===== src/rtl/bcd_counter_chain.sv =====
// Multi-digit modulo-MODULUS up/down counter with clear, clamped parallel load,
// combinational terminal count and a registered one-cycle wrap pulse.
module bcd_counter_chain #(
  parameter int DIGITS  = 4,
  parameter int MODULUS = 10
) (
  input  logic                clk,
  input  logic                rst,
  input  logic                en,
  input  logic                up,
  input  logic                clr,
  input  logic                load,
  input  logic [4*DIGITS-1:0] load_val,
  output logic [4*DIGITS-1:0] count,
  output logic                tc,
  output logic                carry_out
);

  localparam logic [3:0] MAX_DIGIT = 4'(MODULUS - 1);

  logic [4*DIGITS-1:0] count_q, count_d;
  logic                carry_q, carry_d;
  logic [DIGITS-1:0]   step_up, step_dn;

  // step_up[k] / step_dn[k]: every digit below k is at max / at zero,
  // so digit k moves on this edge; the final prefix is the terminal count.
  always_comb begin
    logic all_max;
    logic all_zero;
    all_max  = 1'b1;
    all_zero = 1'b1;
    step_up  = '0;
    step_dn  = '0;
    for (int k = 0; k < DIGITS; k++) begin
      step_up[k] = all_max;
      step_dn[k] = all_zero;
      all_max    = all_max  & (count_q[4*k +: 4] == MAX_DIGIT);
      all_zero   = all_zero & (count_q[4*k +: 4] == 4'd0);
    end
    tc = up ? all_max : all_zero;
  end

  // NOTE: every output of this block is assigned a default first, so no
  // path through the if/else chain can leave a latch behind.
  always_comb begin
    logic [3:0] digit;
    count_d = count_q;
    carry_d = 1'b0;
    digit   = '0;
    if (clr) begin
      count_d = '0;
    end else if (load) begin
      for (int k = 0; k < DIGITS; k++) begin
        digit             = load_val[4*k +: 4];
        count_d[4*k +: 4] = (digit > MAX_DIGIT) ? MAX_DIGIT : digit;
      end
    end else if (en) begin
      carry_d = tc;
      for (int k = 0; k < DIGITS; k++) begin
        digit = count_q[4*k +: 4];
        if (up && step_up[k]) begin
          count_d[4*k +: 4] = (digit == MAX_DIGIT) ? 4'd0 : digit + 4'd1;
        end else if (!up && step_dn[k]) begin
          count_d[4*k +: 4] = (digit == 4'd0) ? MAX_DIGIT : digit - 4'd1;
        end
      end
    end
  end

  // NOTE: state registers use non-blocking assignments so every flop samples
  // pre-edge values regardless of block evaluation order.
  always_ff @(posedge clk or posedge rst) begin
    if (rst) begin
      count_q <= '0;
      carry_q <= 1'b0;
    end else begin
      count_q <= count_d;
      carry_q <= carry_d;
    end
  end

  assign count     = count_q;
  assign carry_out = carry_q;

endmodule


===== config.mk =====
export PLATFORM = sky130hd
export DESIGN_NAME = bcd_counter_chain
export DESIGN_NICKNAME = d
export VERILOG_FILES = /design/src/rtl/bcd_counter_chain.sv
export SDC_FILE = /design/constraint.sdc
export NUM_CORES = 1
export LEC_CHECK = 0
export CAP_MARGIN = 20
export CORE_MARGIN = 2
export CORE_UTILIZATION = 40
export CTS_CLUSTER_DIAMETER = 150
export DETAILED_ROUTE_END_ITERATION = 8
export HOLD_SLACK_MARGIN = 0.03
export PLACE_DENSITY_LB_ADDON = 0.1
export REMOVE_ABC_BUFFERS = 1
export SLEW_MARGIN = 20
export SYNTH_ARGS = -nofsm -noshare
export SYNTH_HDL_FRONTEND = slang
export SYNTH_SLANG_ARGS = --single-unit

===== constraint.sdc =====
create_clock -name clk -period 2.9 [get_ports clk]
set_clock_uncertainty 0.1 [all_clocks]
set_input_delay 0.58 -clock clk [delete_from_list [all_inputs] [get_ports clk]]
set_output_delay 0.58 -clock clk [all_outputs]
set_load 0.02 [all_outputs]

Word-level counts from Yosys, hierarchy flattened
Cells that the tools add are included.
Widths: inputs -> output; s select.
- flip-flop bits (word level): 17
- latch bits: 0
- RAM bits: 0
- ROM bits: 0
- bits of input ports: 22
- output and inout bits: 18
- logic and storage cells: 71
- memories: 0
- add/subtract/negate cells: 8
- multipliers: 0
- divide/modulo/power cells: 0
- order comparisons: 4
- equality and inequality tests: 4
- shifts and indexed selects: 0
- muxes and demuxes: 26
- bitwise gates (word level): 6
- reductions and logical operators: 18
- operators with widths (kind ; number):
    $mux 4 ; 19
    $mux 16 ; 3
    $add 4x1->4 const B ; 4
    $eq 4x4->1 const B ; 4
    $gt 4x4->1 const B ; 4
    $logic_not 4->1 ; 4
    $sub 4x1->4 const B ; 4
    $reduce_bool 4->1 ; 3
    $and 1x1->1 ; 6
    $logic_and 1x1->1 ; 6
    $reduce_and 2->1 ; 3
    $mux 1 ; 4
    $reduce_bool 3->1 ; 1
    $logic_not 1->1 ; 1

Depth between registers and ports, before layout
Gate-level depths: netlist of run 1.
- word-level depth: 9
- gate-level depth with buffers: 8
- mapped depth without buffers: 7

Worst setup path after synthesis of run 1
Ideal clock, no wire load.
- path kind: register to output
- start point: register count_q[1], in the netlist count[1]
- end point: output port tc
- data arrival time: 1991 ps
- required time: 2220 ps
- slack: 229 ps
- stages on the path, launching flop included: 6
- path buffers: 0
- cell sequence: dfrtp_1 > inv_1 > ha_1 > or4b_4 > or4_1 > nand2_1
- longest elaborated chain between the ends: 5
- elaborated cells between the ends (all ways): 9
- classes of those cells: eq/ne: 1; mux: 1; bitwise: 6; reduce/logical: 1
- ends and longest elaborated chain (element ; line ; text):
    from (decl) ; 21 ; logic [4*DIGITS-1:0] count_q, count_d;
    from (signal assigned) ; 77 ; count_q <= count_d;
    $eq 4x4->1 or $logic_not 4->1 (tied branches) ; 37, 38 ;
    $and 1x1->1, on equally long branches (3 in a row) ; 37, 38 ;
    $mux 1 (*) ; 40 ; tc = up ? all_max : all_zero;
    to (decl) ; 15 ; output logic tc,
Mark *: on every way between the ends. The rest lies on a longest branch, timed or not.

Worst setup path after layout of run 1
Same ends and word-level chain as after synthesis.

==> results.py, run 1 <==
metrics = {
    "detailed_routing": {
        "ant_nets": 0,
        "vias_per_cell": 5.565,
        "routed_wl_um": 4714,
        "vias": 1831,
        "first_pass_iters": 4,
        "detail_route.wl_per_cell_um": 14.33,
        "drt-initial-drc-count": 112,
        "drc": 0,
    },
    "timing": {
        "period_minus_slack_ns": 2.811,
        "drv_slew": 0,
        "max_slew_margin_pct": 54.33,
        "finalHoldViolations": 0,
        "tightestPinTransition_ns": 0.6843,
        "worst_hold_slack_ns": 0.5205,
        "max_freq_ghz": 0.3558,
        "final-setup-viol-count": 0,
        "finalSetupTns_ns": 0,
        "post-route-period-util_pct": 96.91,
        "setup_slack_ns": 0.08947,
    },
    "worst_setup_path": {
        "r2r_start": "count[1]",
        "cp.required_ns": 2.22,
        "ff2ff_path_depth": 9,
        "reg2reg_slack_ns": 0.55,
        "r2r_end": "count[14]",
        "end_kind": "primary output",
        "cp.arrival_ns": 2.13,
        "criticalPathCategory": "flip-flop to primary output",
        "cp-start-kind": "flip-flop",
        "cp_max_fo": 2,
    },
    "clocking": {
        "clk_pin_slew_ns": 0.08,
        "clock_latency_ns": 0.26,
        "cts_max_path_buffers": 2,
        "cts_buffers": 3,
        "clock-sinks": 17,
        "cts_tree": "done",
        "post_cts_buffers": 0,
        "cts_htree_levels": 1,
        "root_buffer": "clkbuf_8",
    },
    "floorplanning": {
        "num_io_pins": 40,
        "start_util_pct": 41.87,
        "core-area_um2": 4058,
        "die_width_um": 69.18,
        "num_rows": 23,
        "fp.dieH_um": 69.18,
        "dieArea_um2": 4785,
    },
    "global_route": {
        "grt-ovfl-total": 0,
        "grt_pass1_vias": 1786,
        "grt_max_degree": 18,
        "antenna_found_initial": 0,
        "track_usage_pct": 20.98,
        "grt_pass1_wl_um": 8514,
    },
    "power_and_ir_drop": {
        "powerDensity_nw_per_um2": 343.4,
        "power.total_mw": 0.8421,
        "power.static_leakage_nw": 1.064,
        "peakVddDrop_v": 0.0001937,
    },
    "layout": {
        "instances_no_fill": 329,
        "layout_common_cells": "buf_4, clkdlybuf4s50_1, o21ai_0, dfrtp_1, inv_1",
        "layout-drive-gt1-share_pct": 20.07,
        "final_common_cell": "buf_4",
        "post-route-util_pct": 60.44,
        "nets": 315,
        "antennaDiodeCount": 0,
        "design_area_um2": 2452,
        "area_growth_pct": 44.33,
    },
    "place": {
        "dp_hpwl_um": 3691,
        "finalWeightedCongestion": 0.8044,
        "placed_area_um2": 2405,
        "io_buffers": 39,
        "dp.cells": 325,
        "place_ws_ns": -0.5860,
    },
    "yosys": {
        "syn_area_per_cell_um2": 8.248,
        "ys_seq_area_share_pct": 25.04,
        "syn_area_um2": 1699,
        "async_flop_share_pct": 100.0,
        "synth-main-ff-cell": "dfrtp_1",
        "ys_types": 53,
        "ys_warn_count": 0,
        "synth_cells": 206,
        "synth-edff-count": 0,
        "yosys_register_bits": 17,
    },
    "outcome": {
        "status": "finished, final reports clean",
    },
    "hold_path": {
        "holdPathStages": 3,
        "min_from": "count[11]",
        "hold_end": "count[11]",
        "worstHoldPathType": "flip-flop to flip-flop",
    },
    "job": {
        "drv_cap": 0,
    },
}
cell usage after synthesis, types with 2 or more instances:
cell type | number | area, um2
o21bai_1 | 3 | 22.52
nand2_1 | 16 | 60.06
a22o_1 | 5 | 43.79
nand2b_1 | 5 | 31.28
a32o_1 | 2 | 20.02
a221oi_1 | 2 | 17.52
o21ai_0 | 20 | 100.1
or4_1 | 2 | 15.01
nand3b_1 | 8 | 60.06
o211ai_1 | 6 | 45.04
and2_1 | 2 | 12.51
inv_1 | 16 | 60.06
and3_1 | 2 | 12.51
nand3_1 | 9 | 45.04
nor2_1 | 8 | 30.03
a21oi_1 | 13 | 65.06
ha_1 | 13 | 162.7
a31oi_1 | 2 | 12.51
clkbuf_1 | 6 | 22.52
o22ai_1 | 4 | 25.02
buf_2 | 2 | 10.01
o21a_1 | 4 | 30.03
mux4_2 | 2 | 45.04
o31ai_1 | 3 | 22.52
or3b_2 | 2 | 17.52
xor2_1 | 2 | 17.52
dfrtp_1 | 17 | 425.4
nor3_1 | 5 | 25.02
worst max-delay path, cell delays in order (launching register included):
cell     delay (ns)
dfrtp_1        0.38
inv_1          0.08
ha_2           0.18
or4b_4         0.46
or4_1          0.53
nand2_2        0.10
buf_4          0.14
state kept, by name, summed over array words and instances (netlist names):
signal,cells
count,16
carry_out,1
where the power goes:
group	switching, mW	total, mW	leakage [nW]	internal [mW]
clock network	0.0937	0.189	0.0255	0.0957
registers	0.00889	0.264	0.225	0.255
logic	0.192	0.389	0.813	0.197
final cells by class:
type | instances | area, um2
Tap cell | 50 | 62.56
Fill cell | 375 | 1605
Multi-Input combinational cell | 163 | 1175
Sequential cell | 17 | 425.4
Clock buffer | 3 | 41.29
Timing Repair Buffer | 78 | 679.4
Inverter | 17 | 63.81
Clock inverter | 1 | 5.005
per-layer routing:
layer / part of all wire [%] / routed length [um] / track usage, % / up-vias
li1: - / - / - / 921
met1: 48 / 2282 / 29.79 / 854
met2: 47 / 2196 / 35.04 / 54
met3: 4.6 / 218 / 2.326 / 2
met4: 0.36 / 17 / 3.268 / 0
met5: 0 / 0 / 0 / -
how the worst max path moves through the flow:
stage / startpoint / to / slack, ns / cells after the start
global route: count[1] / tc / -0.007 / 6
finish: count[1] / tc / 0.09 / 6
CTS: count[1] / tc / 0.07 / 6
detailed placement: up / tc / -0.59 / 5
global placement: up / tc / -0.56 / 5
floorplan: count[1] / tc / 0.23 / 5
repair_timing:
action,CTS,global route
endpoints found under the setup margin,1,1
resized for setup,7,1
hold buffers,0,0
cells by family after synthesis:
group	synth area share (%)
multiplexers	3.313
AO/OA/AOI/OAI	29.60
XOR/XNOR	1.547
AND/OR/NAND/NOR	24.82
adder cells (fa/ha/maj)	9.573
buffers and inverters	6.112
flip-flops	25.04
Note: power is estimated with default switching activity, not from simulation.
==> run 2, diff against run 1 <==
--- a/config.mk
+++ b/config.mk
@@ -13,6 +13,7 @@
 export HOLD_SLACK_MARGIN = 0.03
 export PLACE_DENSITY_LB_ADDON = 0.1
 export REMOVE_ABC_BUFFERS = 1
+export SKIP_LAST_GASP = 1
 export SLEW_MARGIN = 20
 export SYNTH_ARGS = -nofsm -noshare
 export SYNTH_HDL_FRONTEND = slang
==> constraint.sdc (replaced) <==
create_clock -name clk -period 3.4 [get_ports clk]
set_clock_uncertainty 0.1 [all_clocks]
set_input_delay 0.68 -clock clk [delete_from_list [all_inputs] [get_ports clk]]
set_output_delay 0.68 -clock clk [all_outputs]
set_load 0.02 [all_outputs]
==> results.py, run 2 (same netlist as run 1, synthesis figures left out) <==
metrics = {
    "outcome": {
        "status": "finished, final reports clean",
    },
    "global_route": {
        "use_met1_pct": 26.80,
        "busiest_layer": "met2",
        "grt-ovfl-total": 0,
        "grt_max_degree": 21,
        "met3_usage_pct": 4.506,
        "grt_pass1_wl_um": 7824,
        "antenna_found_initial": 0,
        "track_usage_pct": 19.63,
        "grt_pass1_vias": 1719,
        "use_met2_pct": 31.94,
    },
    "floorplanning": {
        "dieArea_um2": 4785,
        "die_width_um": 69.18,
        "num_io_pins": 40,
        "fp.dieH_um": 69.18,
        "start_util_pct": 41.87,
        "num_rows": 23,
        "core-area_um2": 4058,
    },
    "layout": {
        "final_common_cell": "clkdlybuf4s50_1",
        "instances_no_fill": 310,
        "ff_latch_area_um2": 425.4,
        "post-route-util_pct": 56.74,
        "layout-drive-gt1-share_pct": 13.08,
        "design_area_um2": 2302,
        "largest_reg_flops": 16,
        "antennaDiodeCount": 0,
        "nets": 296,
        "area_growth_pct": 35.49,
        "multiInputGateArea_um2": 1170,
        "fillers": 418,
        "layout_common_cells": "clkdlybuf4s50_1, o21ai_0, buf_4, dfrtp_1",
    },
    "hold_path": {
        "worstHoldPathType": "flip-flop to flip-flop",
        "min_from": "count[13]",
    },
    "detailed_routing": {
        "vias": 1750,
        "routed_wl_um": 4464,
        "vias_per_cell": 5.645,
        "detail_route.wl_per_cell_um": 14.40,
        "ant_nets": 0,
        "drt-initial-drc-count": 91,
        "first_pass_iters": 4,
        "drc": 0,
    },
    "timing": {
        "period_minus_slack_ns": 3.223,
        "post-route-period-util_pct": 94.81,
        "setup_slack_ns": 0.1766,
        "final-setup-viol-count": 0,
        "finalSetupTns_ns": 0,
        "max_slew_margin_pct": 52.26,
        "max_freq_ghz": 0.3102,
        "grt_setup_unrepaired": "no",
        "worst_hold_slack_ns": 0.5302,
        "drv_slew": 0,
        "tightestPinTransition_ns": 0.7153,
        "finalHoldViolations": 0,
    },
    "worst_setup_path": {
        "cp-start-kind": "input port",
        "reg2reg_slack_ns": 0.97,
        "end_kind": "primary output",
        "cp_max_fo": 2,
        "r2r_start": "count[1]",
        "cp.required_ns": 2.62,
        "cp.arrival_ns": 2.44,
        "crit_start": "up",
        "criticalPathCategory": "input port to primary output",
    },
    "power_and_ir_drop": {
        "power.total_mw": 0.6790,
        "power.static_leakage_nw": 0.9688,
        "peakVddDrop_v": 0.0001955,
        "powerDensity_nw_per_um2": 295.0,
    },
    "place": {
        "io_buffers": 39,
        "dp_hpwl_um": 3394,
        "dp.cells": 306,
        "place_ws_ns": -0.2629,
        "finalWeightedCongestion": 0.8630,
        "placed_area_um2": 2262,
    },
    "job": {
        "drv_cap": 0,
    },
    "clocking": {
        "clock-sinks": 17,
        "root_buffer": "clkbuf_8",
        "post_cts_buffers": 0,
        "clk_pin_slew_ns": 0.06,
        "cts_buffers": 3,
        "cts_max_path_buffers": 2,
        "cts_tree": "done",
        "cts_htree_levels": 1,
        "hold_buffers": 0,
        "clock_latency_ns": 0.26,
    },
}
-- run 2: cell count changes in the layout (fill, tap and decap cells not counted), sizes merged --
cell	before	now
clkdlybuf4s50	37	38
buf	40	20
dlygate4sd2	1	0
clkbuf	3	5
clkinv	2	1
-- run 2: worst paths after layout --
kind,end,cells after the start
worst max register to register,count[15],8
worst max-delay path,tc,5
worst min register to register,count[13],2
max in group asynchronous,count[3],2
worst min-delay path,count[13],2
min in group asynchronous,count[4],2
-- run 2: layout make-up --
| cell class | count | share of cell area [%] |
|---|---|---|
| Multi-Input combinational cell | 163 | 50.82 |
| Clock buffer | 4 | 1.957 |
| Inverter | 17 | 2.772 |
| Timing Repair Buffer | 59 | 23.26 |
| Tap cell | 50 | 2.717 |
| Sequential cell | 17 | 18.48 |
-- run 2: per-layer routing --
layer  wire [um]  vias to the layer above
li1            -                      879
met1        2130                      815
met2        2063                       48
met3         218                        8
met4          52                        0
met5           0                        -
-- run 2: power by group --
group | switching [mW] | total, mW | internal [mW] | leakage [nW]
registers | 0.0167 | 0.234 | 0.217 | 0.225
clock network | 0.0720 | 0.155 | 0.0834 | 0.0228
logic | 0.146 | 0.290 | 0.143 | 0.721
-- run 2: worst max-delay path, cell delays in order --
cell and delay, ns:
clkdlybuf4s50_1 0.44, or4b_4 0.52, or4_1 0.51, nand2_1 0.12, clkbuf_2 0.18
-- run 2: timing repair --
action                                  in CTS  in global routing
hold endpoints to repair                     0                  0
endpoints found under the setup margin       1                  1
resized for setup                            1                  2
==> run 3, diff against run 2 <==
--- a/config.mk
+++ b/config.mk
@@ -13,7 +13,6 @@
 export HOLD_SLACK_MARGIN = 0.03
 export PLACE_DENSITY_LB_ADDON = 0.1
 export REMOVE_ABC_BUFFERS = 1
-export SKIP_LAST_GASP = 1
 export SLEW_MARGIN = 20
 export SYNTH_ARGS = -nofsm -noshare
 export SYNTH_HDL_FRONTEND = slang
==> constraint.sdc (replaced) <==
create_clock -name clk -period 3.9 [get_ports clk]
set_clock_uncertainty 0.1 [all_clocks]
set_input_delay 0.78 -clock clk [delete_from_list [all_inputs] [get_ports clk]]
set_output_delay 0.78 -clock clk [all_outputs]
set_load 0.02 [all_outputs]
==> results.py, run 3 (same netlist as run 1, synthesis figures left out) <==
metrics = {
    "outcome": {
        "status": "finished, final reports clean",
    },
    "clocking": {
        "cts_tree": "done",
        "cts_buffers": 3,
        "cts_htree_levels": 1,
        "clock-sinks": 17,
        "cts_max_path_buffers": 2,
        "root_buffer": "clkbuf_8",
        "clock_latency_ns": 0.25,
        "post_cts_buffers": 0,
        "clk_pin_slew_ns": 0.07,
    },
    "global_route": {
        "grt_max_degree": 18,
        "grt-ovfl-total": 0,
        "grt_pass1_wl_um": 7714,
        "grt_pass1_vias": 1607,
        "antenna_found_initial": 0,
        "track_usage_pct": 19.32,
    },
    "timing": {
        "grt_setup_unrepaired": "no",
        "setup_slack_ns": 0.4471,
        "post-route-period-util_pct": 88.54,
        "finalSetupTns_ns": 0,
        "period_minus_slack_ns": 3.453,
        "max_slew_margin_pct": 52.89,
        "drv_slew": 0,
        "max_freq_ghz": 0.2896,
        "tightestPinTransition_ns": 0.7059,
        "final-setup-viol-count": 0,
        "finalHoldViolations": 0,
    },
    "worst_setup_path": {
        "cp-start-kind": "input port",
        "criticalPathCategory": "input port to primary output",
        "cp.required_ns": 3.02,
        "end_kind": "primary output",
        "cp_max_fo": 2,
        "cp.arrival_ns": 2.57,
        "ff2ff_path_depth": 8,
    },
    "place": {
        "io_buffers": 39,
        "dp_hpwl_um": 3299,
        "dp.cells": 292,
        "place_ws_ns": 0.04835,
        "finalWeightedCongestion": 0.8275,
    },
    "detailed_routing": {
        "drc": 0,
        "detail_route.wl_per_cell_um": 14.83,
        "first_pass_iters": 4,
        "vias_per_cell": 5.743,
        "routed_wl_um": 4391,
        "vias": 1700,
        "ant_nets": 0,
        "drt-initial-drc-count": 123,
    },
    "floorplanning": {
        "num_io_pins": 40,
        "dieArea_um2": 4785,
        "die_width_um": 69.18,
        "start_util_pct": 41.87,
        "fp.dieH_um": 69.18,
        "core-area_um2": 4058,
        "num_rows": 23,
    },
    "layout": {
        "nets": 282,
        "largest_reg_flops": 16,
        "instances_no_fill": 296,
        "layout_common_cells": "clkdlybuf4s50_1, o21ai_0, dfrtp_1, nand2_1, inv_1",
        "area_growth_pct": 29.75,
        "antennaDiodeCount": 0,
        "final_common_cell": "clkdlybuf4s50_1",
        "layout-drive-gt1-share_pct": 7.724,
    },
    "power_and_ir_drop": {
        "powerDensity_nw_per_um2": 261.4,
        "comb_power_share_pct": 39.2,
        "pwr-share-seq_pct": 37.5,
        "switching_share_pct": 34.93,
        "peakVddDrop_v": 0.0001642,
        "p_switching_mw": 0.2013,
        "p_clk_share_pct": 23.3,
        "power.static_leakage_nw": 0.9157,
        "internal_power_mw": 0.3749,
    },
    "job": {
        "drv_cap": 0,
    },
    "hold_path": {
        "worstHoldPathType": "flip-flop to flip-flop",
        "holdPathStages": 1,
    },
}
[run 3: changes by cell type in the layout (fill, tap and decap cells not counted)]
cell / before / now
buf_4: 20 / 6
clkbuf_2: 1 / 0
dlymetal6s2s_1: 0 / 1
[run 3: path summary, 6_finish.rpt]
check | slack [ns] | endpoint | from
setup / recovery | 0.45 | tc | up
hold reg to reg | 0.54 | count[13] | count[13]
max in group asynchronous | 2.42 | count[5] | rst
hold / removal | 0.54 | count[13] | count[13]
min in group asynchronous | 0.83 | count[12] | rst
setup reg to reg | 1.36 | count[10] | count[1]
[run 3: power by group through the flow]
| stage | Sequential, mW | Clock [mW] | Combinational [mW] |
|---|---|---|---|
| after floorplan | 0.232 | 0 | 0.116 |
| after global placement | 0.219 | 0 | 0.225 |
| after detailed placement | 0.219 | 0 | 0.226 |
| after CTS | 0.216 | 0.141 | 0.227 |
| after global routing | 0.220 | 0.149 | 0.249 |
| final | 0.216 | 0.134 | 0.226 |
[run 3: per-layer routing]
layer  routed length [um]  share of wire, %  vias up  GRT usage, %
met5                    0                 0        -             0
met4                   26              0.59        0         1.961
met3                  147               3.3        4         3.924
met2                 2088                48       37         31.62
met1                 2128                48      807         27.29
li1                     -                 -      852             -
[run 3: worst max-delay path, stage by stage]
cell and delay [ns]:
clkdlybuf4s50_1 0.43, or4b_4 0.52, or4_1 0.50, nand2_1 0.11
dlymetal6s2s_1 0.23
[run 3: cell type report]
cell class,instances,area (um2)
Fill cell,398,1853
Multi-Input combinational cell,163,1170
Timing Repair Buffer,45,437.9
Sequential cell,17,425.4
Inverter,17,63.81
Tap cell,50,62.56
Clock buffer,4,45.04
[run 3: metrics by stage]
stage	area, um2	utilization (%)	total power [mW]	hold slack (ns)
2_1_floorplan	1659	-	0.3487	0.5830
3_3_place_gp	2157	53.16	0.4437	0.5101
3_5_place_dp	2157	53.16	0.4449	0.5235
4_1_cts	2202	54.27	0.5836	0.5371
5_1_grt	2205	54.33	0.6182	0.5797
6_report	2205	54.33	0.5762	0.5359
[run 3: repair_timing]
action                     CTS  global route
gates resized for setup      0             1
hold buffers                 0             0
setup endpoints to repair    0             1
